--- src/rtl/overlay_pkg.sv ---
// Shared types and default frame constants for the text overlay sequencer.
package overlay_pkg;

  typedef enum logic [1:0] {
    ST_PLAY   = 2'd0,
    ST_PAUSE  = 2'd1,
    ST_RESULT = 2'd2
  } overlay_state_t;

  localparam int unsigned DEF_BLINK_FRAMES  = 30;
  localparam int unsigned DEF_RESULT_FRAMES = 300;
  localparam int unsigned DEF_NOTIFY_FRAMES = 180;

endpackage

--- src/rtl/overlay_sequencer_frame_tick.sv ---
// Registered vsync rising-edge detector: one-cycle frame tick per vsync pulse.
module frame_tick (
  input  logic i_clk,
  input  logic i_rst,
  input  logic i_vsync,
  output logic o_tick
);

  logic r_vsync_d;
  logic r_tick;

  always_ff @(posedge i_clk) begin
    if (i_rst) begin
      r_vsync_d <= 1'b0;
      r_tick    <= 1'b0;
    end else begin
      r_vsync_d <= i_vsync;
      r_tick    <= i_vsync & ~r_vsync_d;
    end
  end

  assign o_tick = r_tick;

endmodule

--- src/rtl/overlay_sequencer.sv ---
// Frame-level controller choosing which overlay messages are enabled each frame.
module overlay_sequencer
  import overlay_pkg::*;
#(
  parameter int unsigned BLINK_FRAMES  = DEF_BLINK_FRAMES,
  parameter int unsigned RESULT_FRAMES = DEF_RESULT_FRAMES,
  parameter int unsigned NOTIFY_FRAMES = DEF_NOTIFY_FRAMES
) (
  input  logic clk,
  input  logic rst,
  input  logic vsync,
  input  logic pause,
  input  logic p2_connected,
  input  logic game_over,
  input  logic looser,
  output logic show_help,
  output logic show_pause,
  output logic show_result,
  output logic result_looser,
  output logic show_p2_status,
  output logic show_sw15_hint
);

  localparam int unsigned RES_W = $clog2(RESULT_FRAMES + 1);
  localparam int unsigned BLK_W = $clog2(BLINK_FRAMES + 1);
  localparam int unsigned NTF_W = $clog2(NOTIFY_FRAMES + 1);

  localparam logic [RES_W-1:0] RES_INIT   = RES_W'(RESULT_FRAMES - 1);
  localparam logic [RES_W-1:0] RES_ONE    = RES_W'(1);
  localparam logic [BLK_W-1:0] BLINK_LAST = BLK_W'(BLINK_FRAMES - 1);
  localparam logic [BLK_W-1:0] BLK_ONE    = BLK_W'(1);
  localparam logic [NTF_W-1:0] NTF_INIT   = NTF_W'(NOTIFY_FRAMES);
  localparam logic [NTF_W-1:0] NTF_ONE    = NTF_W'(1);

  logic           w_tick;
  logic           w_go_rise;
  logic           w_p2_edge;
  overlay_state_t r_state;
  overlay_state_t w_state_nxt;

  logic             r_go_d;
  logic             r_p2_d;
  logic [RES_W-1:0] r_res_cnt;
  logic [BLK_W-1:0] r_blink_cnt;
  logic             r_phase;
  logic [NTF_W-1:0] r_ntf_cnt;
  logic             r_looser;

  logic r_show_help;
  logic r_show_pause;
  logic r_show_result;
  logic r_result_looser;
  logic r_show_p2_status;
  logic r_show_sw15_hint;

  frame_tick u_frame_tick (
    .i_clk   (clk),
    .i_rst   (rst),
    .i_vsync (vsync),
    .o_tick  (w_tick)
  );

  assign w_go_rise = game_over & ~r_go_d;
  assign w_p2_edge = p2_connected ^ r_p2_d;

  // go_rise is applied last so it overrides both pause changes and expiry.
  always_comb begin
    w_state_nxt = r_state;
    unique case (r_state)
      ST_PLAY:   if (pause)  w_state_nxt = ST_PAUSE;
      ST_PAUSE:  if (!pause) w_state_nxt = ST_PLAY;
      ST_RESULT: begin
        if (w_tick && (r_res_cnt == '0))
          w_state_nxt = pause ? ST_PAUSE : ST_PLAY;
      end
      default:   w_state_nxt = ST_PLAY;
    endcase
    if (w_go_rise) w_state_nxt = ST_RESULT;
  end

  always_ff @(posedge clk) begin
    if (rst) begin
      r_state     <= ST_PLAY;
      r_go_d      <= 1'b0;
      r_p2_d      <= 1'b0;
      r_res_cnt   <= '0;
      r_blink_cnt <= '0;
      r_phase     <= 1'b0;
      r_ntf_cnt   <= '0;
      r_looser    <= 1'b0;
    end else begin
      r_state <= w_state_nxt;
      r_go_d  <= game_over;
      r_p2_d  <= p2_connected;

      if (w_go_rise) begin
        r_looser    <= looser;
        r_res_cnt   <= RES_INIT;
        r_blink_cnt <= '0;
        r_phase     <= 1'b1;
      end else if ((r_state == ST_RESULT) && w_tick) begin
        if (r_res_cnt != '0) r_res_cnt <= r_res_cnt - RES_ONE;
        if (r_blink_cnt == BLINK_LAST) begin
          r_blink_cnt <= '0;
          r_phase     <= ~r_phase;
        end else begin
          r_blink_cnt <= r_blink_cnt + BLK_ONE;
        end
      end

      if (w_p2_edge)
        r_ntf_cnt <= NTF_INIT;
      else if (w_tick && (r_ntf_cnt != '0))
        r_ntf_cnt <= r_ntf_cnt - NTF_ONE;
    end
  end

  // The p2_edge term lets the notice appear on the same cycle the counter loads,
  // so a link present at reset release is shown on the first cycle.
  always_ff @(posedge clk) begin
    if (rst) begin
      r_show_help      <= 1'b0;
      r_show_pause     <= 1'b0;
      r_show_result    <= 1'b0;
      r_result_looser  <= 1'b0;
      r_show_p2_status <= 1'b0;
      r_show_sw15_hint <= 1'b0;
    end else begin
      r_show_help      <= (r_state == ST_PAUSE);
      r_show_pause     <= (r_state == ST_PAUSE);
      r_show_result    <= (r_state == ST_RESULT) & r_phase;
      r_result_looser  <= r_looser;
      r_show_p2_status <= (r_state == ST_PAUSE) |
                          ((r_state == ST_PLAY) & ((r_ntf_cnt != '0) | w_p2_edge));
      r_show_sw15_hint <= (r_state == ST_PLAY);
    end
  end

  assign show_help      = r_show_help;
  assign show_pause     = r_show_pause;
  assign show_result    = r_show_result;
  assign result_looser  = r_result_looser;
  assign show_p2_status = r_show_p2_status;
  assign show_sw15_hint = r_show_sw15_hint;

endmodule

--- config.mk ---
export PLATFORM = sky130hd
export DESIGN_NAME = overlay_sequencer
export DESIGN_NICKNAME = d
export VERILOG_FILES = /design/src/rtl/overlay_pkg.sv /design/src/rtl/overlay_sequencer_frame_tick.sv /design/src/rtl/overlay_sequencer.sv
export SDC_FILE = /design/constraint.sdc
export NUM_CORES = 1
export LEC_CHECK = 0
export BUFFER_PORTS_ARGS = -buffer_cell sky130_fd_sc_hd__buf_2
export CAP_MARGIN = 15
export CELL_PAD_IN_SITES_DETAIL_PLACEMENT = 0
export CELL_PAD_IN_SITES_GLOBAL_PLACEMENT = 1
export CORE_AREA = 3 3 76 78
export CTS_CLUSTER_DIAMETER = 30
export DETAILED_ROUTE_END_ITERATION = 10
export DIE_AREA = 0 0 79 81
export PLACE_DENSITY = 0.51
export SLEW_MARGIN = 20
export SYNTH_ARGS = -nofsm -noshare
export SYNTH_HDL_FRONTEND = slang
export SYNTH_HIERARCHICAL = 1
export SYNTH_SLANG_ARGS = --single-unit
--- constraint.sdc ---
create_clock -name clk -period 5.45 [get_ports clk]
set_input_delay 0.545 -clock clk [delete_from_list [all_inputs] [get_ports clk]]
set_output_delay 0.545 -clock clk [all_outputs]
set_load 0.03 [all_outputs]
# After elaboration in Yosys (flattened, before gate mapping)
# Index checks and enable logic that the tools add are counted.
# totals
rom_bits	0
out_inout_bits	6
ff_bits	35
n_memories	0
latchBits	0
inputBits	7
ramBits	0
# classes
magnitude_cmp	0
multipliers	0
n_div	0
n_reduce_logical	18
mux	15
n_eq_ne	9
shifts	0
bitwise_logic	10
n_addsub	3
# ops
cell	n
two-way mux 9 bit	3
two-way mux 8 bit	2
zero test 9 bit	1
!= test 3 bit (second input constant)	3
nonzero test 9 bit	1
subtractor 9 x 1 -> 9 bit (second input constant)	1
two-way mux 2 bit	4
nonzero test 2 bit	4
nonzero test 8 bit	1
subtractor 8 x 1 -> 8 bit (second input constant)	1
!= test 2 bit (second input constant)	3
one-hot mux 2 bit (3 select lines)	1
AND reduction 2 bit	3
AND reduction 3 bit	2
adder 5 x 1 -> 5 bit (second input constant)	1
== test 5 bit (second input constant)	1
two-way mux 5 bit	1
bitwise AND 1 bit	4
two-way mux 1 bit	4
OR reduction 2 bit	2
logical AND 1 bit	3
NOT 1 bit	3
== test 2 x 1 -> 1 bit (second input constant)	1
== test 2 bit (second input constant)	1
other kinds (3)	4

# Longest topological paths before layout
# Gate-level depths: netlist of run 1.
# logic_depth
ltp_word	5
ltp_mapped	7

# Modules after synthesis
# Netlist of run 1, hierarchy kept.
# modules_own_cells
module	area_each_um2	instances	cells_per_inst	seq_area_each_um2
overlay_sequencer	1485.2	1	158	660.6
frame_tick	58.8	1	4	40.0

# Least setup slack after synthesis of run 1
# OpenSTA, ideal clock, no wires.
# synth_path
kind	register to register
start	register r_res_cnt[0]
end	register r_res_cnt[1]
arrival_time_ns	1.870
period_less_slack_ns	1.941
slack_ns	3.509
setup_time_ns	0.070
stages_incl_launch_ff	8
cell_sequence	dfxtp_1 -> inv_1 -> ha_1 -> or4b_1 -> buf_2 -> o31ai_4 -> mux2_2 -> a21oi_1
# synth_between
elab_chain_cells	4
word_cells_on_any_way	7
cone_classes	add/sub (1); mux (3); reduce/logical (3)
# synth_lines
element	line_no	rtl
start, declared	overlay_sequencer.sv:43	logic [RES_W-1:0] r_res_cnt;
start signal, assigned	overlay_sequencer.sv:102	if (r_res_cnt != '0) r_res_cnt <= r_res_cnt - RES_ONE;
subtractor 9 x 1 -> 9 bit	overlay_sequencer.sv:102	
two-way mux 9 bit	overlay_sequencer.sv:102	
two-way mux 9 bit	overlay_sequencer.sv:101	end else if ((r_state == ST_RESULT) && w_tick) begin
two-way mux 9 bit	overlay_sequencer.sv:96	if (w_go_rise) begin
# Several ways; a longest one is shown, not always the timed one. The select of a mux whose other input is x is not followed.
# A chain may end at the register's enable or synchronous reset.

# Worst setup path after layout of run 1
# Same ends and word-level chain as after synthesis.

==> results.md, run 1 <==
- Nets: 185
- Syn_area_per_cell: 9.53 µm²
- Status: finished clean
- Global route hottest layer: met2
- Max IR drop VDD: 0.000142 V
- Synth area leader: dfxtp_1
- Layout Skew: 0.00351 ns
- Slowest stage delay, CP: 0.59 ns
- Placed cells: 236
- FP Rows: 26
- Core area: 5140 µm²
- Mapped Area: 1540 µm²
- Worst Setup End Kind: flop
- Skew-Pair Late Insertion Delay: 0.27 ns
- Diode count: 0
- Starting Density: 0.300
- Number of buffers added on ports: 12
- Met1 Use GR: 0.113
- Initial antenna violation count: 0
- Antenna violation net count after detailed routing: 0
- Final Max Tran Viols: 0
- Met3 Resource Use GR: 0.0310
- Area grow syn2layout: 13.6%
- Tcrit/Tclk final: 0.385
- Worst Max-Slew Pin Slew: 0.561 ns
- Worst-path cell chain: inv_1 > ha_1 > or4b_1 > o31ai_4 > mux2_2 > a21oi_1
- Vias in the first global route: 1151
- TritonCTS clock tree: yes
- IO Pins: 13
- Max-cap viol count: 0
- Root Buffer: clkbuf_8
- Die area: 6400 µm²
- Clock transition at path regs: 0.07 ns
- Sequential area share after synthesis: 0.454
- Minimum clock period after layout: 2.10 ns
- Cell variety after synth: 43
- GR Util met2: 0.176
- GR Util All Layers: 0.102
- Initial DRC Count: 60
- Avg WL per Cell: 11.6 µm
- Worst path slowest cell: or4b_1
- Top post-synthesis cells by count: dfxtp_1 (35), nor2_1 (15), a21oi_1 (11), xor2_1 (9)
- #FFs+latches synth: 35
- RSZ-0062 raised after global routing: no
- Setup Viol. Count Final: 0
- Share of cells above drive strength 1: 0.144
- Max Root-Sink Buffers: 2
- Synth warnings: 6
- Pin count of the biggest net entering global routing: 25
- Crit path DAT: 2.31 ns
- Delay-heaviest family, CP: simple AND/OR/NAND/NOR gates
- TritonCTS Buffers: 5
- CP Launch Type: flop
- Maximum clock rate: 476 MHz
- Post-synth EDFFs: 0
- GPL Wtd Cong: 0.773
- Final instance area: 1750 µm²
- Vias per cell: 4.71
- Post-Synthesis Cells: 162
- Hold Vio Cnt, Final: 0
- CTS-repair resized insts: 0
- Postcts setup bufs: 0
- DP Wirelength: 2010 µm
- Synth async-reset ratio: 0
- Die W: 79 µm
- Power per cell area: 312 nW/µm²
- CTS sink count: 35
- Crit path required time: 5.66 ns
- Rel. slew slack: 0.623
- Predominant post-synthesis flop cell: dfxtp_1
- Top cells by area, synth: dfxtp_1 (45%), xor2_1 (5.1%), ha_1 (4.1%)
- Worst min path class: flop to flop
- Final Core Density: 0.341
- WS Path Type: flop to flop
- CP max FO: 6
- Overall power: 0.000548 W
- Non-Filler Instances: 244
- Die Span Y: 81 µm
- DR vias: 1149
- Lkg Pwr: 0.643 nW
- Fin Setup TNS: 0 ns
- First-pass GRT wire length: 5060 µm
- Grt total ovfl: 0
- Yosys top cell area share: 0.454
- Total Routed Length: 2840 µm
- Hold_buf cts: 0
- H-tree levels: 2
- Syn_nets: 174
- Buf+Inv Stages, Crit Path: 1
- Post-DP Area: 1650 µm²
- Count leader, synth: dfxtp_1
- Residual DRC count: 0
- Pre-antenna DRT Iters: 4
## cell type report
class / count / area, µm²
well taps: 70 / 87.6
fillers: 577 / 3390
multi-input cells: 114 / 787
repair buffers: 12 / 60.1
clock buffers: 8 / 100
flip-flops and latches: 35 / 701
inverters: 5 / 18.8
## stage by stage
step	setup WS (ns)	hold WS (ns)
floorplan	3.51	0.387
global placement	3.42	0.395
detailed placement	3.37	0.399
CTS	3.35	0.412
global route	3.26	0.440
finish	3.35	0.411
## final timing paths
kind	slack, ns	from	depth (start not counted)	end
worst max-delay path	3.35	r_res_cnt[0]	6	r_res_cnt[1]
worst min-delay path	0.41	u_frame_tick/r_vsync_d	1	u_frame_tick/o_tick
worst max register to register	3.35	r_res_cnt[0]	6	r_res_cnt[1]
worst min register to register	0.41	u_frame_tick/r_vsync_d	1	u_frame_tick/o_tick
## metal layers
layer  vias to the layer above  wire, µm
met4                         0        27
li1                        596         -
met3                         2       103
met2                        17      1380
met5                         -         0
met1                       534      1330
## registers in the layout, indices dropped and copies added (netlist names)
signal / cells
r_state: 2
show_result: 1
result_looser: 1
r_blink_cnt: 5
r_phase: 1
r_looser: 1
u_frame_tick/r_vsync_d: 1
r_p2_d: 1
show_p2_status: 1
r_ntf_cnt: 8
show_sw15_hint: 1
r_res_cnt: 9
show_pause: 1
u_frame_tick/o_tick: 1
r_go_d: 1
## cells in the final DEF (no fill, tap or decap), types with 3 or more instances in the layout
cell       n
xor2_1     9
nand4_1    5
inv_1      5
buf_2     12
nor2_1    15
dfxtp_1   35
nand2b_1   6
nand2_1    3
or3_1      4
a31oi_1    3
nor2b_1    5
ha_1       5
nand3b_1   3
xnor2_1    6
nor4_1     3
nor3_1     5
clkbuf_8   7
a21oi_1   11
o21ai_0    4
## report_power, final
part           internal, W  switching [W]
Clock             0.000115      0.0000872
Sequential        0.000269      0.0000120
Combinational    0.0000267      0.0000374
Total             0.000411       0.000137
## kinds of logic after synthesis
kind of cell,share of synthesized area
multiplexers,0.0138
flip-flops,0.454
XOR/XNOR,0.0851
buffers and inverters,0.0365
adder cells (fa/ha/maj),0.0405
AO/OA/AOI/OAI,0.121
AND/OR/NAND/NOR,0.250
No activity file was read; power rests on OpenSTA's default activity.
==> run 2, diff against run 1 <==
Clock period 5.45 ns to 2.1 ns, I/O delays scaled along.
==> run 2 against run 1 <==
Against the previous run: utilization increased by 1.1 points; critical path type unchanged; first-iteration DRC count increased by 18%; flip-flop and latch count unchanged; clock skew increased by 0.0051 ns; global-route usage increased by 0.74 points; worst setup slack got worse by 3.3 ns; combinational power increased to 2.9 times the previous value; die area unchanged; highest routed layer unchanged; critical path depth unchanged; clock power increased to 2.6 times the previous value; final cell count increased by 2.5%.
==> results.md, run 2 (synthesis results as in run 1) <==
- WS Path Type: flop to flop (unchanged)
- Pre-antenna DRT Iters: 4 (unchanged)
- Antenna violation net count after detailed routing: 0 (unchanged)
- Final Core Density: 0.352 (was 0.341)
- Tcrit/Tclk final: 0.955 (was 0.385)
- Grt total ovfl: 0 (unchanged)
- Crit path DAT: 2.24 ns (was 2.31 ns)
- Worst reg-to-reg setup slack: 0.09 ns (was 3.35 ns)
- Register area: 701 µm² (unchanged)
- DR vias: 1178 (was 1149)
- R2R cell count: 6 (unchanged)
- Share of cells above drive strength 1: 0.183 (was 0.144)
- Max reg flops: 9 (unchanged)
- Worst Setup End Kind: flop (unchanged)
- Worst setup margin: 0.0944 ns (was 3.35 ns)
- Root Buffer: clkbuf_8 (unchanged)
- RR Startpoint: r_res_cnt[0] (unchanged)
- Delay-heaviest family, CP: simple AND/OR/NAND/NOR gates (unchanged)
- H-tree levels: 2 (unchanged)
- Largest registers: r_res_cnt x9, r_ntf_cnt x8, r_blink_cnt x5 (unchanged)
- Clock transition at path regs: 0.07 ns (about the same)
- DP Wirelength: 2220 µm (was 2010 µm)
- Starting Density: 0.300 (unchanged)
- Worst min path class: input pin to flop (was flop to flop)
- Overall power: 0.00145 W (was 0.000548 W)
- First-pass GRT wire length: 5460 µm (was 5060 µm)
- TritonCTS Buffers: 5 (unchanged)
- Max-cap viol count: 0 (unchanged)
- Worst Hold Launch: game_over (was u_frame_tick/r_vsync_d)
- Post-place setup slack: 0.0515 ns (was 3.37 ns)
- Skew-Pair Late Insertion Delay: 0.28 ns (was 0.27 ns)
- Worst Max-Slew Pin Slew: 0.591 ns (was 0.561 ns)
- Largest Register: r_res_cnt (unchanged)
- Minimum clock period after layout: 2.01 ns (was 2.10 ns)
- Slowest stage delay, CP: 0.54 ns (was 0.59 ns)
- Most common cell after layout, fill and taps aside: dfxtp_1 (unchanged)
- Most frequent cells in the layout: dfxtp_1 (35), nor2_1 (15), buf_2 (12) (unchanged)
- Placed cells: 242 (was 236)
- Area grow syn2layout: 17.3% (was 13.6%)
- Status: finished clean (unchanged)
- Multi-input gate area: 798 µm² (was 787 µm²)
- Max IR drop VDD: 0.000373 V (was 0.000142 V)
- CTS sink count: 35 (unchanged)
- TritonCTS clock tree: yes (unchanged)
- Nets: 191 (was 185)
- Non-Filler Instances: 250 (was 244)
- Worst setup endpoint: r_state[0] (was r_res_cnt[1])
- Vias in the first global route: 1214 (was 1151)
- Buf+Inv Stages, Crit Path: 1 (unchanged)
- IO Pins: 13 (unchanged)
- Postcts setup bufs: 0 (unchanged)
- CP Launch Type: flop (unchanged)
- CP max FO: 6 (unchanged)
- Pin count of the biggest net entering global routing: 25 (unchanged)
- Fillers: 553 (was 577)
- Rel. slew slack: 0.602 (was 0.623)
- Core area: 5140 µm² (unchanged)
- WP depth: 6 (unchanged)
- GPL Wtd Cong: 0.757 (was 0.773)
- Hold path depth: 2 (was 1)
- Diode count: 0 (unchanged)
- Initial antenna violation count: 0 (unchanged)
- Final Max Tran Viols: 0 (unchanged)
- Number of buffers added on ports: 12 (unchanged)
- Worst Setup SP: r_res_cnt[0] (unchanged)
- Hold_buf cts: 0 (unchanged)
- Initial DRC Count: 71 (was 60)
- Worst path slowest cell: or4_4 (was or4b_1)
- Hold Vio Cnt, Final: 0 (unchanged)
- GR Util All Layers: 0.109 (was 0.102)
- Power per cell area: 799 nW/µm² (was 312 nW/µm²)
- Fin Setup TNS: 0 ns (unchanged)
- Residual DRC count: 0 (unchanged)
- Setup Viol. Count Final: 0 (unchanged)
- Avg WL per Cell: 12.2 µm (was 11.6 µm)
- FP Rows: 26 (unchanged)
- Reg2Reg Capture Point: r_state[0] (was r_res_cnt[1])
- Die Span Y: 81 µm (unchanged)
- Maximum clock rate: 499 MHz (was 476 MHz)
- RSZ-0062 raised after global routing: no (unchanged)
- Crit path required time: 2.33 ns (was 5.66 ns)
- Lkg Pwr: 0.674 nW (was 0.643 nW)
- Vias per cell: 4.71 (about the same)
- Die area: 6400 µm² (unchanged)
- Worst-path cell chain: inv_1 > ha_1 > or4b_4 > or4_4 > o21ai_1 > and3_1 (was inv_1 > ha_1 > or4b_1 > o31ai_4 > mux2_2 > a21oi_1)
- Layout Skew: 0.00857 ns (was 0.00351 ns)
- Total Routed Length: 3060 µm (was 2840 µm)
- Die W: 79 µm (unchanged)
- Max Root-Sink Buffers: 2 (unchanged)
-- run 2: cell count changes in the layout (fill, tap and decap cells not counted) --
cell / before / now
o311ai_0: 1 / 0
or4b_4: 0 / 1
buf_4: 0 / 6
or4b_1: 2 / 1
o311ai_2: 0 / 1
-- run 2: per-stage QoR --
stage	instance area (µm²)	hold WS [ns]
after floorplan	1540	0.281
after global routing	1810	0.165
after CTS	1800	0.155
after detailed placement	1700	0.407
final	1810	0.165
after global placement	1700	0.395
-- run 2: worst min path at each step --
stage / slack [ns] / to
after floorplan: 0.28 / u_frame_tick/o_tick
after global placement: 0.39 / u_frame_tick/o_tick
after CTS: 0.15 / r_go_d
final: 0.16 / r_go_d
after detailed placement: 0.41 / u_frame_tick/o_tick
after global routing: 0.16 / r_go_d
-- run 2: layout make-up --
| cell class | count | share of cell area |
|---|---|---|
| Timing Repair Buffer | 18 | 0.0581 |
| Tap cell | 70 | 0.0484 |
| Multi-Input combinational cell | 114 | 0.441 |
| Inverter | 5 | 0.0104 |
| Clock buffer | 8 | 0.0553 |
| Sequential cell | 35 | 0.387 |
-- run 2: per-layer routing --
metal  part of all wire  wire length (µm)  GRT usage
met5                  0                 0          0
met2               0.47              1450      0.184
met3              0.031                95     0.0333
met4              0.012                36     0.0464
met1               0.48              1480      0.129
-- run 2: repair_timing --
action                     4_1_cts  5_1_grt
hold endpoints to repair         0        0
setup endpoints to repair        0        7
resized for setup                0        3
-- run 2: report_power, final --
group          switching (W)  internal (W)
clock network       0.000232      0.000299
registers          0.0000285      0.000699
logic               0.000107     0.0000806
total               0.000368       0.00108
